## src/rtl/shake_grader.sv

```systemverilog
// Multi-channel vibration grader: each sensor is synchronised, debounced and timed.
// Each channel gets a none/light/heavy grade with hold-off, and the grades are combined into max/irq/alarm.
module shake_grader #(
  parameter int CH       = 4,
  parameter int CNT_W    = 32,
  parameter int DEB_CYC  = 1000,
  parameter int T_LOW    = 999_999,
  parameter int T_HIGH   = 49_999_999,
  parameter int HOLD_CYC = 25_000_000
) (
  input  logic            clk,
  input  logic            rst_n,
  input  logic [CH-1:0]   DO,
  input  logic            clr,
  output logic [2*CH-1:0] shake_level,
  output logic [1:0]      level_max,
  output logic [2:0]      max_ch,
  output logic            irq,
  output logic            alarm
);

  localparam int DEB_W  = $clog2(DEB_CYC + 1);
  localparam int HOLD_W = $clog2(HOLD_CYC + 1);
  localparam logic [CNT_W-1:0]  CNT_MAX  = {CNT_W{1'b1}};
  localparam logic [CNT_W-1:0]  T_LOW_C  = CNT_W'(T_LOW);
  localparam logic [CNT_W-1:0]  T_HIGH_C = CNT_W'(T_HIGH);
  localparam logic [DEB_W-1:0]  DEB_LAST = DEB_W'(DEB_CYC - 1);
  localparam logic [HOLD_W-1:0] HOLD_LAST = HOLD_W'(HOLD_CYC - 1);

  typedef enum logic [1:0] {
    ST_IDLE   = 2'd0,
    ST_ACTIVE = 2'd1,
    ST_HOLD   = 2'd2
  } state_t;

  for (genvar gi = 0; gi < CH; gi++) begin : g_ch
    logic             sync1;
    logic             sync2;
    logic             filt;
    logic [DEB_W-1:0] deb_cnt;

    // f only flips after DEB_CYC consecutive synchronised samples disagree with it
    always_ff @(posedge clk or negedge rst_n) begin
      if (!rst_n) begin
        sync1   <= 1'b0;
        sync2   <= 1'b0;
        filt    <= 1'b0;
        deb_cnt <= '0;
      end else begin
        sync1 <= DO[gi];
        sync2 <= sync1;
        if (sync2 != filt) begin
          if (deb_cnt == DEB_LAST) begin
            filt    <= sync2;
            deb_cnt <= '0;
          end else begin
            deb_cnt <= deb_cnt + 1'b1;
          end
        end else begin
          deb_cnt <= '0;
        end
      end
    end

    state_t            state;
    state_t            state_next;
    logic [CNT_W-1:0]  dur;
    logic [CNT_W-1:0]  dur_next;
    logic [HOLD_W-1:0] hold;
    logic [HOLD_W-1:0] hold_next;
    logic [1:0]        grade;
    logic [1:0]        grade_next;

    always_ff @(posedge clk or negedge rst_n) begin
      if (!rst_n) begin
        state <= ST_IDLE;
        dur   <= '0;
        hold  <= '0;
        grade <= 2'd0;
      end else begin
        state <= state_next;
        dur   <= dur_next;
        hold  <= hold_next;
        grade <= grade_next;
      end
    end

    always_comb begin
      state_next = state;
      dur_next   = dur;
      hold_next  = hold;
      grade_next = grade;

      // Grade tracks the registered duration and only ratchets upward
      if (dur >= T_HIGH_C) begin
        grade_next = 2'd2;
      end else if ((dur >= T_LOW_C) && (grade == 2'd0)) begin
        grade_next = 2'd1;
      end

      case (state)
        ST_IDLE: begin
          if (filt) begin
            state_next = ST_ACTIVE;
            dur_next   = CNT_W'(1);
          end
        end
        ST_ACTIVE: begin
          if (filt) begin
            if (dur != CNT_MAX) begin
              dur_next = dur + 1'b1;
            end
          end else begin
            state_next = ST_HOLD;
            hold_next  = '0;
            dur_next   = '0;
          end
        end
        ST_HOLD: begin
          if (filt) begin
            state_next = ST_ACTIVE;
            dur_next   = CNT_W'(1);
          end else if (hold == HOLD_LAST) begin
            state_next = ST_IDLE;
            hold_next  = '0;
            grade_next = 2'd0;
          end else begin
            hold_next = hold + 1'b1;
          end
        end
        default: begin
          state_next = ST_IDLE;
          dur_next   = '0;
          hold_next  = '0;
          grade_next = 2'd0;
        end
      endcase

      if (clr) begin
        state_next = ST_IDLE;
        dur_next   = '0;
        hold_next  = '0;
        grade_next = 2'd0;
      end
    end

    assign shake_level[2*gi +: 2] = grade;
  end

  logic [2*CH-1:0] level_prev;
  logic [1:0]      lmax_next;
  logic [2:0]      mch_next;
  logic            any_inc;
  logic            any_heavy;

  // Strict '>' keeps the first (lowest) channel on ties
  always_comb begin
    lmax_next = 2'd0;
    mch_next  = 3'd0;
    any_inc   = 1'b0;
    any_heavy = 1'b0;
    for (int i = 0; i < CH; i++) begin
      if (shake_level[2*i +: 2] > lmax_next) begin
        lmax_next = shake_level[2*i +: 2];
        mch_next  = 3'(i);
      end
      if (shake_level[2*i +: 2] > level_prev[2*i +: 2]) begin
        any_inc = 1'b1;
      end
      if (shake_level[2*i +: 2] == 2'd2) begin
        any_heavy = 1'b1;
      end
    end
  end

  always_ff @(posedge clk or negedge rst_n) begin
    if (!rst_n) begin
      level_prev <= '0;
      level_max  <= 2'd0;
      max_ch     <= 3'd0;
      irq        <= 1'b0;
      alarm      <= 1'b0;
    end else if (clr) begin
      level_prev <= '0;
      level_max  <= 2'd0;
      max_ch     <= 3'd0;
      irq        <= 1'b0;
      alarm      <= 1'b0;
    end else begin
      level_prev <= shake_level;
      level_max  <= lmax_next;
      max_ch     <= mch_next;
      irq        <= any_inc;
      alarm      <= alarm | any_heavy;
    end
  end

endmodule

```

## config.mk

```make
export PLATFORM = sky130hd
export DESIGN_NAME = shake_grader
export DESIGN_NICKNAME = d
export VERILOG_FILES = /design/src/rtl/shake_grader.sv
export SDC_FILE = /design/constraint.sdc
export NUM_CORES = 1
export LEC_CHECK = 0
export BUFFER_PORTS_ARGS = -buffer_cell sky130_fd_sc_hd__buf_2
export CAP_MARGIN = 30
export CORE_ASPECT_RATIO = 0.8
export CORE_UTILIZATION = 35
export CTS_CLUSTER_SIZE = 12
export DETAILED_ROUTE_END_ITERATION = 12
export GPL_ROUTABILITY_DRIVEN = 0
export HOLD_SLACK_MARGIN = 0.12
export SLEW_MARGIN = 20
export SYNTH_ARGS = -nofsm -noshare
export SYNTH_HDL_FRONTEND = slang
export SYNTH_SLANG_ARGS = --single-unit
```

## constraint.sdc

```tcl
create_clock -name clk -period 3.3 [get_ports clk]
set_clock_uncertainty 0.15 [all_clocks]
set_input_delay 0.33 -clock clk [delete_from_list [all_inputs] [get_ports clk]]
set_output_delay 0.33 -clock clk [all_outputs]
set_load 0.01 [all_outputs]
```

Word-level counts from Yosys, hierarchy flattened
Cells that the tools add are included.
{"block": "op_classes", "muxes": 116, "reduce_logical": 36, "n_lt_le_gt_ge": 16, "eq_ne": 56, "addsub": 12, "n_bitwise": 1}
{"op": "2-to-1 mux 32 bit", "count": 16}
{"op": "2-to-1 mux 25 bit", "count": 16}
{"op": "case mux 25 bit (3 select lines)", "count": 4}
{"op": "case mux 32 bit (2 select lines)", "count": 4}
{"op": "adder 32 x 1 -> 32 bit (second input constant)", "count": 4}
{"op": "greater-or-equal comparator 32 x 20 -> 1 bit (second input constant)", "count": 4}
{"op": "greater-or-equal comparator 32 x 26 -> 1 bit (second input constant)", "count": 4}
{"op": "!= test 32 bit (second input constant)", "count": 4}
{"op": "adder 25 x 1 -> 25 bit (second input constant)", "count": 4}
{"op": "equality test 25 bit (second input constant)", "count": 4}
{"op": "2-to-1 mux 2 bit", "count": 45}
{"op": "2-to-1 mux 10 bit", "count": 8}
{"op": "adder 10 x 1 -> 10 bit (second input constant)", "count": 4}
{"op": "equality test 10 bit (second input constant)", "count": 4}
{"op": "!= test 3 bit (second input constant)", "count": 12}
{"op": "!= test 4 bit (second input constant)", "count": 8}
{"op": "case mux 2 bit (3 select lines)", "count": 4}
{"op": "AND reduction 3 bit", "count": 8}
{"op": "equality test 2 bit (second input constant)", "count": 8}
{"op": "logical NOT 2 bit", "count": 8}
{"op": "case mux 2 bit (2 select lines)", "count": 4}
{"op": "AND reduction 2 bit", "count": 8}
{"op": "OR reduction 2 bit", "count": 8}
{"op": "greater-than comparator 2 bit", "count": 7}
{"op": "10 further kinds", "count": 37}
{"block": "totals", "inputBits": 7, "reg_bits": 311}

Depth between registers and ports, before layout
Gate-level depths: netlist (run 1).
{"block": "logic_depth", "depth_word": 9, "depth_mapped": 13}

Worst setup path before layout (run 1)
No wires, ideal clock.
{"block": "synth_path", "kind": "register -> register", "startpoint": "reg g_ch[1].grade[1]", "endpoint": "reg level_max[0]", "path_slack_ns": 0.381, "path_stages_with_launch": 13, "n_path_buf": 0, "arrival_time_ns": 2.648, "period_less_slack_ns": 2.919, "path_cell_list": "dfrtp_1 -> inv_1 -> ha_1 -> o22ai_1 -> mux2i_1 -> ha_1 -> inv_1 -> o22ai_1 -> mux2_2 -> ha_1 -> o21bai_1 -> a21oi_1 -> a32o_1"}
{"block": "synth_via", "elab_chain_cells": 7}
{"element": "start: declaration", "line": "71", "source": "logic [1:0] grade;"}
{"element": "start signal: assignment", "line": "84", "source": "grade <= grade_next;"}
{"element": "greater-than comparator 2 bit", "line": "163", "source": "if (shake_level[2*i +: 2] > lmax_next) begin"}
{"element": "2-to-1 mux 2 bit (*)", "line": "163"}
{"element": "greater-than comparator 2 bit", "line": "163"}
{"element": "2-to-1 mux 2 bit (*)", "line": "163"}
{"element": "greater-than comparator 2 bit", "line": "163"}
{"element": "2-to-1 mux 2 bit (*)", "line": "163"}
{"element": "2-to-1 mux 2 bit (*)", "line": "183", "source": "end else if (clr) begin"}
{"element": "end signal: assignment", "line": "191", "source": "level_max <= lmax_next;"}
{"element": "end: declaration", "line": "16", "source": "output logic [1:0] level_max,"}
Mark *: on every way between the ends. The rest lies on a longest branch, timed or not.
A chain may end at the register's enable or synchronous reset.

Worst setup path in the final report (run 1)
Ends and elaborated chain as after synthesis.

==> run summary, run 1 <==
status - completed
adder-cell share of the synthesized area - 2.097%
Hold Path Cell Cnt - 0
vias - 14.64k
global routing usage on met2 - 23.70%
CTS tree - done
Compound-Gate Fraction of Synth Area - 15.66%
TNS Setup - 0 ns
pwr dens - 423.4 nW/um^2
Diodes inserted - 0
Final Hold Viols - 0
met3 Track Usage GR - 2.243%
Synth Net Count - 1922
DP HPWL - 28020 um
sequential cell area - 7759 sq um
DRC violations left - 0
total CTS buffers - 36
final core utilization - 40.25%
R2R cell count - 13
row count - 72
drt wl/cell - 15.91 um
Worst-Skew Late Latency - 0.52 ns
Worst Tran Pin Value - 0.9657 ns
Hold Path Class - register to register
Max H-tree Level - 2
Synth Area in XOR/XNOR - 5.263%
Synth Flop Type - dfrtp_1
synth unique cells - 96
dominant cells by area after synthesis - dfrtp_1, nor2_1, nand2_1
reg-to-reg slack, setup - 0.28 ns
layout cells sized above 1 - 10.24%
Synth area leader - dfrtp_1
relative slew slack - 34.78%
maximum root-to-sink buffer count - 3
grt met1 use - 25.06%
CP required - 3.56 ns
total core area - 48560 sq um
largest family of logic cells by synthesized area - simple AND/OR/NAND/NOR gates
max_cap viols - 0
first drt pass iteration count - 6
initial antenna violation count - 0
hold path endpoint - g_ch[2].sync2
drt total wl - 40930 um
vias in the first global route - 13.73k
DIE WIDTH - 250.6 um
Detailed Route Iter0 Violations - 1285
async set or reset register ratio after synthesis - 100.0%
HP Start - g_ch[2].sync1
maximum vdd ir drop - 0.3009 mV
vias per inst - 5.692
clk slew on worst S/H paths - 0.06 ns
count leader, synth - dfrtp_1
Final ANT Viol Nets - 0
post-synthesis register bit count - 310
# port buffers - 20
final setup violation count - 0
Avg Cell Area, Syn - 9.176 sq um
root buf cell - clkbuf_16
maximum clock frequency - 331.6 MHz
dpl cells - 2505
Total Routing Usage GR - 16.32%
IO Count - 22
final worst path period share - 91.39%
first-pass GRT wire length - 70060 um
Area Growth Syn to Fin - 12.93%
RSZ-0062 raised after global routing - false
GR peak layer - met1
Post-CTS Setup Bufs - 0
crit path DAT - 3.27 ns
fin crit period - 3.016 ns
Setup crit end kind - register
static leakage - 7.860 nW
nets - 1955
crit path max fanout - 5
CP startpoint kind - register
Critical R2R Launch - g_ch[1].grade[1]
synth cell count leaders - dfrtp_1, nor2_1, nand2_1, a21oi_1, nand4_1
Clock Sinks - 310
die height - 200.9 um
multiplexer area fraction after synthesis - 0.8097%
initial core utilization - 35.64%
Post-Synthesis Cells - 1886
critical setup path kind - register to register
Non-Filler Instances - 2572
largest net degree at the start of global routing - 95
share of the synthesized area in the top cell type - 44.82%
die area - 50350 sq um
Synth Cell Area - 17310 sq um
simple-gate share of the synthesized area - 27.98%
register area share after synthesis - 44.82%
Post-synth EDFFs - 0
gr ovfl total - 0
Pins Over Slew Limit - 0
fill count - 4692
area occupied by multi-input gates - 9005 sq um
Synth warnings - 0
worst r2r dst - level_max[0]
worst max-delay path, cell delays in order, from the launching register on:
cell and delay [ns]:
dfrtp_2 0.40, inv_1 0.08, ha_1 0.32, nor2_1 0.13
o22ai_2 0.11, mux2i_1 0.14, ha_1 0.28, inv_1 0.04
o22ai_2 0.18, mux2_2 0.37, ha_1 0.27, nand2b_1 0.11
a21oi_1 0.08, a32o_1 0.23
where the power goes:
group          switching (mW)  leakage, nW  internal, mW  total (mW)
sequential             0.0241         4.30          3.83        3.85
clock                    1.59        0.612          2.54        4.13
combinational           0.216         2.95        0.0770       0.293
total                    1.83         7.86          6.45        8.27
cells in the final DEF (no fill, tap or decap), types with 8 or more instances in the layout:
master     count
dfrtp_1      309
nor2_1       198
nand2_1      165
a21oi_1       94
nand4_1       87
nand3_1       85
o21ai_0       82
inv_1         57
xnor2_1       57
nor3_1        52
xor2_1        47
o31ai_1       44
buf_4         42
and3_1        41
nor4_1        39
clkbuf_16     37
or3_1         33
or4_1         29
and4_1        29
ha_1          29
a31oi_1       27
buf_2         19
o211ai_1      18
o311ai_0      15
and2_1        15
nand2b_1      14
a41oi_1       14
o21ai_1       14
or2_2         12
clkbuf_8      12
nor3b_1       10
a22o_1        10
a211oi_1       9
mux2_2         8
nand4b_1       8
nor2b_1        8
per-stage QoR:
step                hold slack, ns  instance area (sq um)  worst slack (ns)  total power, mW
floorplan                  -0.1156                  17310            0.3806            4.061
global placement            0.1853                  18240            0.2389            4.208
detailed placement          0.1858                  18250            0.1632            4.216
CTS                         0.1794                  19530            0.1441            8.412
global route                0.2096                  19550           0.01233            8.616
finish                      0.1956                  19550            0.2842            8.275
repair_timing:
action,in CTS,in global routing
endpoints found under the hold margin,94,0
resized for setup,0,4
setup endpoints to repair,0,3
hold buffers,5,0
state kept, by name, summed over array words and instances, names as in the netlist:
signal and count:
g_ch.sync2 4, g_ch.state 8, alarm 1, g_ch.grade 8, g_ch.sync1 4, level_prev 8
g_ch.hold 100, irq 1, max_ch 2, level_max 2, g_ch.deb_cnt 40, g_ch.dur 128
g_ch.filt 4
area by class of cell:
| class | instances | share of cell area [%] |
|---|---|---|
| Sequential cell | 310 | 39.70 |
| Clock buffer | 52 | 5.640 |
| Multi-Input combinational cell | 1442 | 46.07 |
| Tap cell | 629 | 4.027 |
| Inverter | 58 | 1.114 |
| Timing Repair Buffer | 71 | 2.798 |
| Clock inverter | 10 | 0.6530 |
layer usage:
layer	share of wire, %	up-vias	wire [um]
met2	42	368	17240
met5	0	-	0
li1	-	7103	-
met3	5.3	66	2156
met1	50	7103	20660
met4	2.2	0	881
kinds of logic (layout without fill, tap and decap cells):
family	after synthesis	count (layout)
DFF	310	310
adders and majority gates	29	29
and+or+nand+nor	888	888
other	1	1
buffers and inverters	134	191
muxes	13	13
AOI/OAI and AO/OA	407	407
xor gates and xnor gates	104	104
how the worst max path moves through the flow:
stage | to | slack [ns] | start
6_report | level_max[0] | 0.28 | g_ch[1].grade[1]
5_1_grt | level_max[0] | 0.01 | g_ch[1].grade[1]
4_1_cts | level_max[0] | 0.14 | g_ch[1].grade[1]
3_5_place_dp | level_max[0] | 0.16 | g_ch[1].grade[1]
3_3_place_gp | level_max[0] | 0.24 | g_ch[1].grade[1]
2_1_floorplan | level_max[0] | 0.38 | g_ch[1].grade[1]
(Power assumes the default switching activity.)
==> run 2, diff against run 1 <==
Clock period 3.3 ns to 3.25 ns, I/O delays scaled along.
==> run 2 against run 1 <==
Net effect:
- sequential cell count did not move
- die area did not move
- sequential power rose by 2%
- cell count rose by 0.35%
- critical path type unchanged
- largest power group unchanged
==> run summary, run 2 (synthesis gave the netlist of run 1 again) <==
maximum vdd ir drop - 0.2789 mV (-7.3%)
Hold Path Class - register to register
final setup violation count - 0 (unchanged)
number of flip-flops in the largest register - 128 (unchanged)
Total Routing Usage GR - 16.52% (+0.20 points)
Largest regs - g_ch.dur (128), g_ch.hold (100), g_ch.deb_cnt (40)
critical setup path kind - register to register
IO Count - 22 (unchanged)
layout cells sized above 1 - 10.19% (-0.047 points)
most frequent CP cell - ha_1
CP max stage cell - dfrtp_1
Worst Tran Pin Value - 0.9013 ns (-0.06438 ns)
Non-Filler Instances - 2581 (+0.35%)
# port buffers - 20 (unchanged)
Worst-Skew Late Latency - 0.53 ns (about the same)
row count - 72 (unchanged)
Clock Sinks - 310 (unchanged)
total CTS buffers - 38 (+5.6%)
Pins Over Slew Limit - 0 (unchanged)
DIE WIDTH - 250.6 um (unchanged)
pwr dens - 428.3 nW/um^2 (+1.2%)
HP Start - g_ch[2].sync1
Final Hold Viols - 0 (unchanged)
Max H-tree Level - 2 (unchanged)
first drt pass iteration count - 5 (-1)
die area - 50350 sq um (unchanged)
first-pass GRT wire length - 70690 um (+0.90%)
CP required - 3.52 ns (-0.04 ns)
Critical R2R Launch - g_ch[0].grade[1]
drt total wl - 41570 um (+1.6%)
final worst path period share - 93.69% (+2.3 points)
maximum root-to-sink buffer count - 3 (unchanged)
static leakage - 7.870 nW (+0.13%)
DRC violations left - 0 (unchanged)
status - completed
die height - 200.9 um (unchanged)
Post-CTS Setup Bufs - 0 (unchanged)
fin crit period - 3.045 ns (+0.02902 ns)
crit path DAT - 3.31 ns (+0.04 ns)
worst r2r dst - level_max[0]
CTS tree - done
initial antenna violation count - 0 (unchanged)
Final ANT Viol Nets - 0 (unchanged)
clk slew on worst S/H paths - 0.06 ns (about the same)
cells along the critical path - inv_1 > ha_1 > o22ai_1 > mux2i_1 > ha_1 > inv_1 > o22ai_2 > mux2_2 > ha_1 > nand2b_1 > a21oi_1 > a32o_1
most common cell after layout, fill and taps aside - dfrtp_1
hold path endpoint - g_ch[2].sync2
max_cap viols - 0 (unchanged)
initial core utilization - 35.64% (unchanged)
Top reg by flops - g_ch.dur
fill count - 4721 (+0.62%)
crit path max fanout - 4 (-1)
Hold Path Cell Cnt - 0 (unchanged)
final core utilization - 40.27% (about the same)
RSZ-0062 raised after global routing - false
dpl cells - 2508 (+0.12%)
gr ovfl total - 0 (unchanged)
drt wl/cell - 16.11 um (+1.2%)
DP HPWL - 28410 um (+1.4%)
vias - 14.74k (+0.68%)
vias per inst - 5.711 (+0.33%)
Diodes inserted - 0 (unchanged)
most frequent cells in the layout - dfrtp_1, nor2_1, nand2_1, a21oi_1, nand4_1
nets - 1961 (+0.31%)
final instance area - 19550 sq um (about the same)
Hold Slack - 0.1888 ns (-0.006844 ns)
TNS Setup - 0 ns (unchanged)
maximum clock frequency - 328.4 MHz (-0.95%)
CP max stage delay - 0.41 ns (about the same)
R2R cell count - 12 (-1)
reg-to-reg slack, setup - 0.21 ns (-0.08 ns)
Setup crit end kind - register
relative slew slack - 39.40% (+4.6 points)
largest net degree at the start of global routing - 94 (-1.1%)
root buf cell - clkbuf_16
total core area - 48560 sq um (unchanged)
vias in the first global route - 13.93k (+1.5%)
Detailed Route Iter0 Violations - 1202 (-6.5%)
Area Growth Syn to Fin - 12.98% (about the same)
Post-DP Area - 18270 sq um (+0.12%)
CP startpoint kind - register
[run 2: cell types whose count changed in the layout (fill, tap and decap cells not counted), sizes merged]
cell | previous run | this run
inv | 58 | 60
buf | 66 | 70
clkinvlp | 1 | 0
clkbuf | 52 | 58
bufinv | 3 | 1
[run 2: timing repair]
action / in CTS / in global routing
hold endpoints to repair: 90 / 0
hold buffers: 5 / 0
gates resized for setup: 0 / 2
endpoints found under the setup margin: 0 / 3
[run 2: through the flow]
stage               total power [mW]  worst slack (ns)
floorplan                      4.124            0.3306
global route                   8.700           0.05537
detailed placement             4.288           0.09332
global placement               4.279            0.2342
finish                         8.375            0.2052
CTS                            8.502           0.09098
[run 2: worst max-delay path, delay by kind of cell (launching register included)]
family	cells	cell delay (ns)
buffers and inverters	2	0.17
adders and majority gates	3	0.67
DFF	1	0.41
muxes	2	0.65
AOI/OAI and AO/OA	4	0.75
and+or+nand+nor	1	0.12
[run 2: layout make-up]
type | count | area [sq um] | share of cell area, %
Timing Repair Buffer | 75 | 574.3 | 2.937
Clock inverter | 9 | 81.33 | 0.4159
Multi-Input combinational cell | 1442 | 8999 | 46.02
Inverter | 58 | 217.7 | 1.113
Tap cell | 629 | 787.0 | 4.025
Clock buffer | 58 | 1137 | 5.816
Sequential cell | 310 | 7757 | 39.67
[run 2: layer usage]
metal / GRT usage, % / share of wire, %
met1: 25.14 / 50
met2: 24.31 / 43
met5: 0 / 0
met3: 2.373 / 5.0
met4: 4.273 / 1.8
[run 2: worst max path at each step]
stage	startpoint	endpoint	slack, ns	cells after the start
floorplan	g_ch[1].grade[1]	level_max[0]	0.33	12
global placement	g_ch[0].grade[1]	level_max[0]	0.23	12
detailed placement	g_ch[0].grade[1]	level_max[0]	0.09	12
CTS	g_ch[0].grade[1]	level_max[0]	0.09	12
global route	g_ch[0].grade[1]	level_max[0]	0.06	13
finish	g_ch[0].grade[1]	level_max[0]	0.21	12
[run 2: power breakdown]
group | switching, mW | internal (mW)
logic | 0.223 | 0.0827
clock network | 1.67 | 2.49
registers | 0.0248 | 3.89
total | 1.91 | 6.46
==> run 3, diff against run 2 <==
Settings changed: RECOVER_POWER set to 25.
==> run 3 against run 2 <==
Net effect:
- the flow now finishes with violations (capacitance limit, slew limit)
- worst setup slack better by 0.00076 ns
- first-iteration DRC count increased by 1.0%
- die area unchanged
- combinational power about the same
- sequential cell count is the same
- worst hold slack about the same
- final area shrank 0.11%
- largest power group unchanged
- routed wire length decreased by 0.28%
- total power about the same
- sequential power hardly changed
- clock-buffer cell count unchanged
- sequential share of layout area about the same
- critical endpoint unchanged
==> run summary, run 3 (synthesis gave the netlist of run 1 again) <==
status - finished with violations
failing checks - capacitance limit, slew limit
row count - 72 (unchanged)
HP Start - g_ch[2].sync1
Area Growth Syn to Fin - 12.86%
Max H-tree Level - 2 (unchanged)
maximum clock frequency - 328.5 MHz (about the same)
fill count - 4724 (+0.064%)
DP HPWL - 28410 um (unchanged)
pwr dens - 428.6 nW/um^2 (about the same)
area occupied by multi-input gates - 8999 sq um (unchanged)
Post-Place Worst Slack - 0.09332 ns (unchanged)
vias - 14.75k (+0.054%)
CP required - 3.52 ns (about the same)
static leakage - 7.854 nW (-0.20%)
max_cap viols - 1 (+1)
maximum root-to-sink buffer count - 3 (unchanged)
crit path max fanout - 4 (unchanged)
number of flip-flops in the largest register - 128 (unchanged)
most common cell after layout, fill and taps aside - dfrtp_1
DIE WIDTH - 250.6 um (unchanged)
Post-CTS Setup Bufs - 0 (unchanged)
Critical R2R Launch - g_ch[0].grade[1]
layout cells sized above 1 - 9.990% (-0.20 points)
crit path DAT - 3.31 ns (about the same)
Combinational Power Share - 3.6% (about the same)
drt wl/cell - 16.06 um (-0.28%)
sw frac - 22.84% (about the same)
total CTS buffers - 38 (unchanged)
first drt pass iteration count - 5 (unchanged)
TNS Setup - 0 ns (unchanged)
Setup crit end kind - register
power share of the clock group - 49.7% (about the same)
# port buffers - 20 (unchanged)
Final ANT Viol Nets - 0 (unchanged)
IO Count - 22 (unchanged)
NetSw - 1.913 mW (about the same)
first-pass GRT wire length - 70690 um (unchanged)
most frequent cells in the layout - dfrtp_1, nor2_1, nand2_1, a21oi_1, nand4_1
sequential cell area - 7757 sq um (unchanged)
initial core utilization - 35.64% (unchanged)
final setup violation count - 0 (unchanged)
fin crit period - 3.044 ns (-0.0007570 ns)
CTS tree - done
Clock Sinks - 310 (unchanged)
Setup WS post-layout - 0.2059 ns (+0.0007570 ns)
gr ovfl total - 0 (unchanged)
nets - 1961 (unchanged)
total core area - 48560 sq um (unchanged)
Worst Tran Pin Value - 2.359 ns (+1.458 ns)
Hold Path Class - register to register
Pins Over Slew Limit - 91 (+91)
initial antenna violation count - 0 (unchanged)
vias per inst - 5.714 (about the same)
Critical Path Source - g_ch[0].grade[1]
drt total wl - 41450 um (-0.28%)
Total Routing Usage GR - 16.52% (unchanged)
die area - 50350 sq um (unchanged)
maximum vdd ir drop - 0.2782 mV (-0.25%)
die height - 200.9 um (unchanged)
relative slew slack - -57.27% (-97 points)
clk slew on worst S/H paths - 0.06 ns (about the same)
vias in the first global route - 13.93k (unchanged)
Largest regs - g_ch.dur (128), g_ch.hold (100), g_ch.deb_cnt (40)
Diodes inserted - 0 (unchanged)
Sequential Power Share - 46.7% (about the same)
Top reg by flops - g_ch.dur
RSZ-0062 raised after global routing - false
Int Power - 6.459 mW (about the same)
Final Hold Viols - 0 (unchanged)
critical setup path kind - register to register
CP startpoint kind - register
largest net degree at the start of global routing - 94 (unchanged)
Worst-Skew Late Latency - 0.53 ns (about the same)
DRC violations left - 0 (unchanged)
Detailed Route Iter0 Violations - 1214 (+1.0%)
final worst path period share - 93.66% (about the same)
root buf cell - clkbuf_16
run 3: cell count changes in the layout (fill, tap and decap cells not counted), sizes merged:
cell and change:
clkbuf +4, buf -4
run 3: cell type report:
class / count / share of cell area [%]
well taps: 629 / 4.029
repair buffers: 75 / 2.831
flip-flops and latches: 310 / 39.72
clock buffers: 58 / 5.823
multi-input cells: 1442 / 46.07
inverters: 58 / 1.115
clock inverters: 9 / 0.4164
run 3: worst max-delay path: stages (launching register included):
cell and delay (ns):
dfrtp_1 0.41, inv_1 0.13, ha_1 0.25, o22ai_1 0.25, mux2i_1 0.28, ha_1 0.15
inv_1 0.04, o22ai_2 0.18, mux2_2 0.37, ha_1 0.27, nand2b_1 0.12, a21oi_1 0.09
a32o_1 0.23
run 3: layer usage:
metal / GRT usage [%] / vias to the layer above / part of all wire (%) / wire length (um)
li1: - / 7151 / - / -
met5: 0 / - / 0 / 0
met2: 24.31 / 333 / 43 / 17720
met1: 25.14 / 7201 / 50 / 20880
met3: 2.373 / 63 / 5.0 / 2086
met4: 4.273 / 0 / 1.8 / 762
run 3: through the flow:
step / instances / area, sq um / utilization, % / hold slack [ns] / total power, mW
3_3_place_gp: 2507 / 18260 / 37.60 / 0.1908 / 4.279
4_1_cts: 2580 / 19540 / 40.24 / 0.1691 / 8.502
6_report: 2581 / 19530 / 40.23 / 0.1889 / 8.372
3_5_place_dp: 2508 / 18270 / 37.63 / 0.1863 / 4.288
5_1_grt: 2581 / 19530 / 40.23 / 0.1984 / 8.698
2_1_floorplan: 1886 / 17310 / - / -0.1206 / 4.124
run 3: power by group through the flow:
stage | logic, mW | registers [mW] | clock network [mW]
2_1_floorplan | 0.150 | 3.97 | 0
3_3_place_gp | 0.299 | 3.98 | 0
3_5_place_dp | 0.307 | 3.98 | 0
4_1_cts | 0.313 | 3.91 | 4.28
5_1_grt | 0.345 | 3.91 | 4.44
6_report | 0.303 | 3.91 | 4.16
run 3: worst paths after layout:
kind | endpoint | slack [ns] | cells past startpoint
setup / recovery | level_max[0] | 0.21 | 12
hold / removal | g_ch[2].sync2 | 0.19 | 0
setup reg to reg | level_max[0] | 0.21 | 12
hold reg to reg | g_ch[2].sync2 | 0.19 | 0
max in group asynchronous | g_ch[3].dur[0] | 0.59 | 3
min in group asynchronous | g_ch[1].dur[14] | 0.90 | 2
run 3: repair_timing:
item,CTS,global route
hold buffers,5,0
hold endpoints to repair,90,0
setup endpoints to repair,0,3
gates resized for setup,0,2
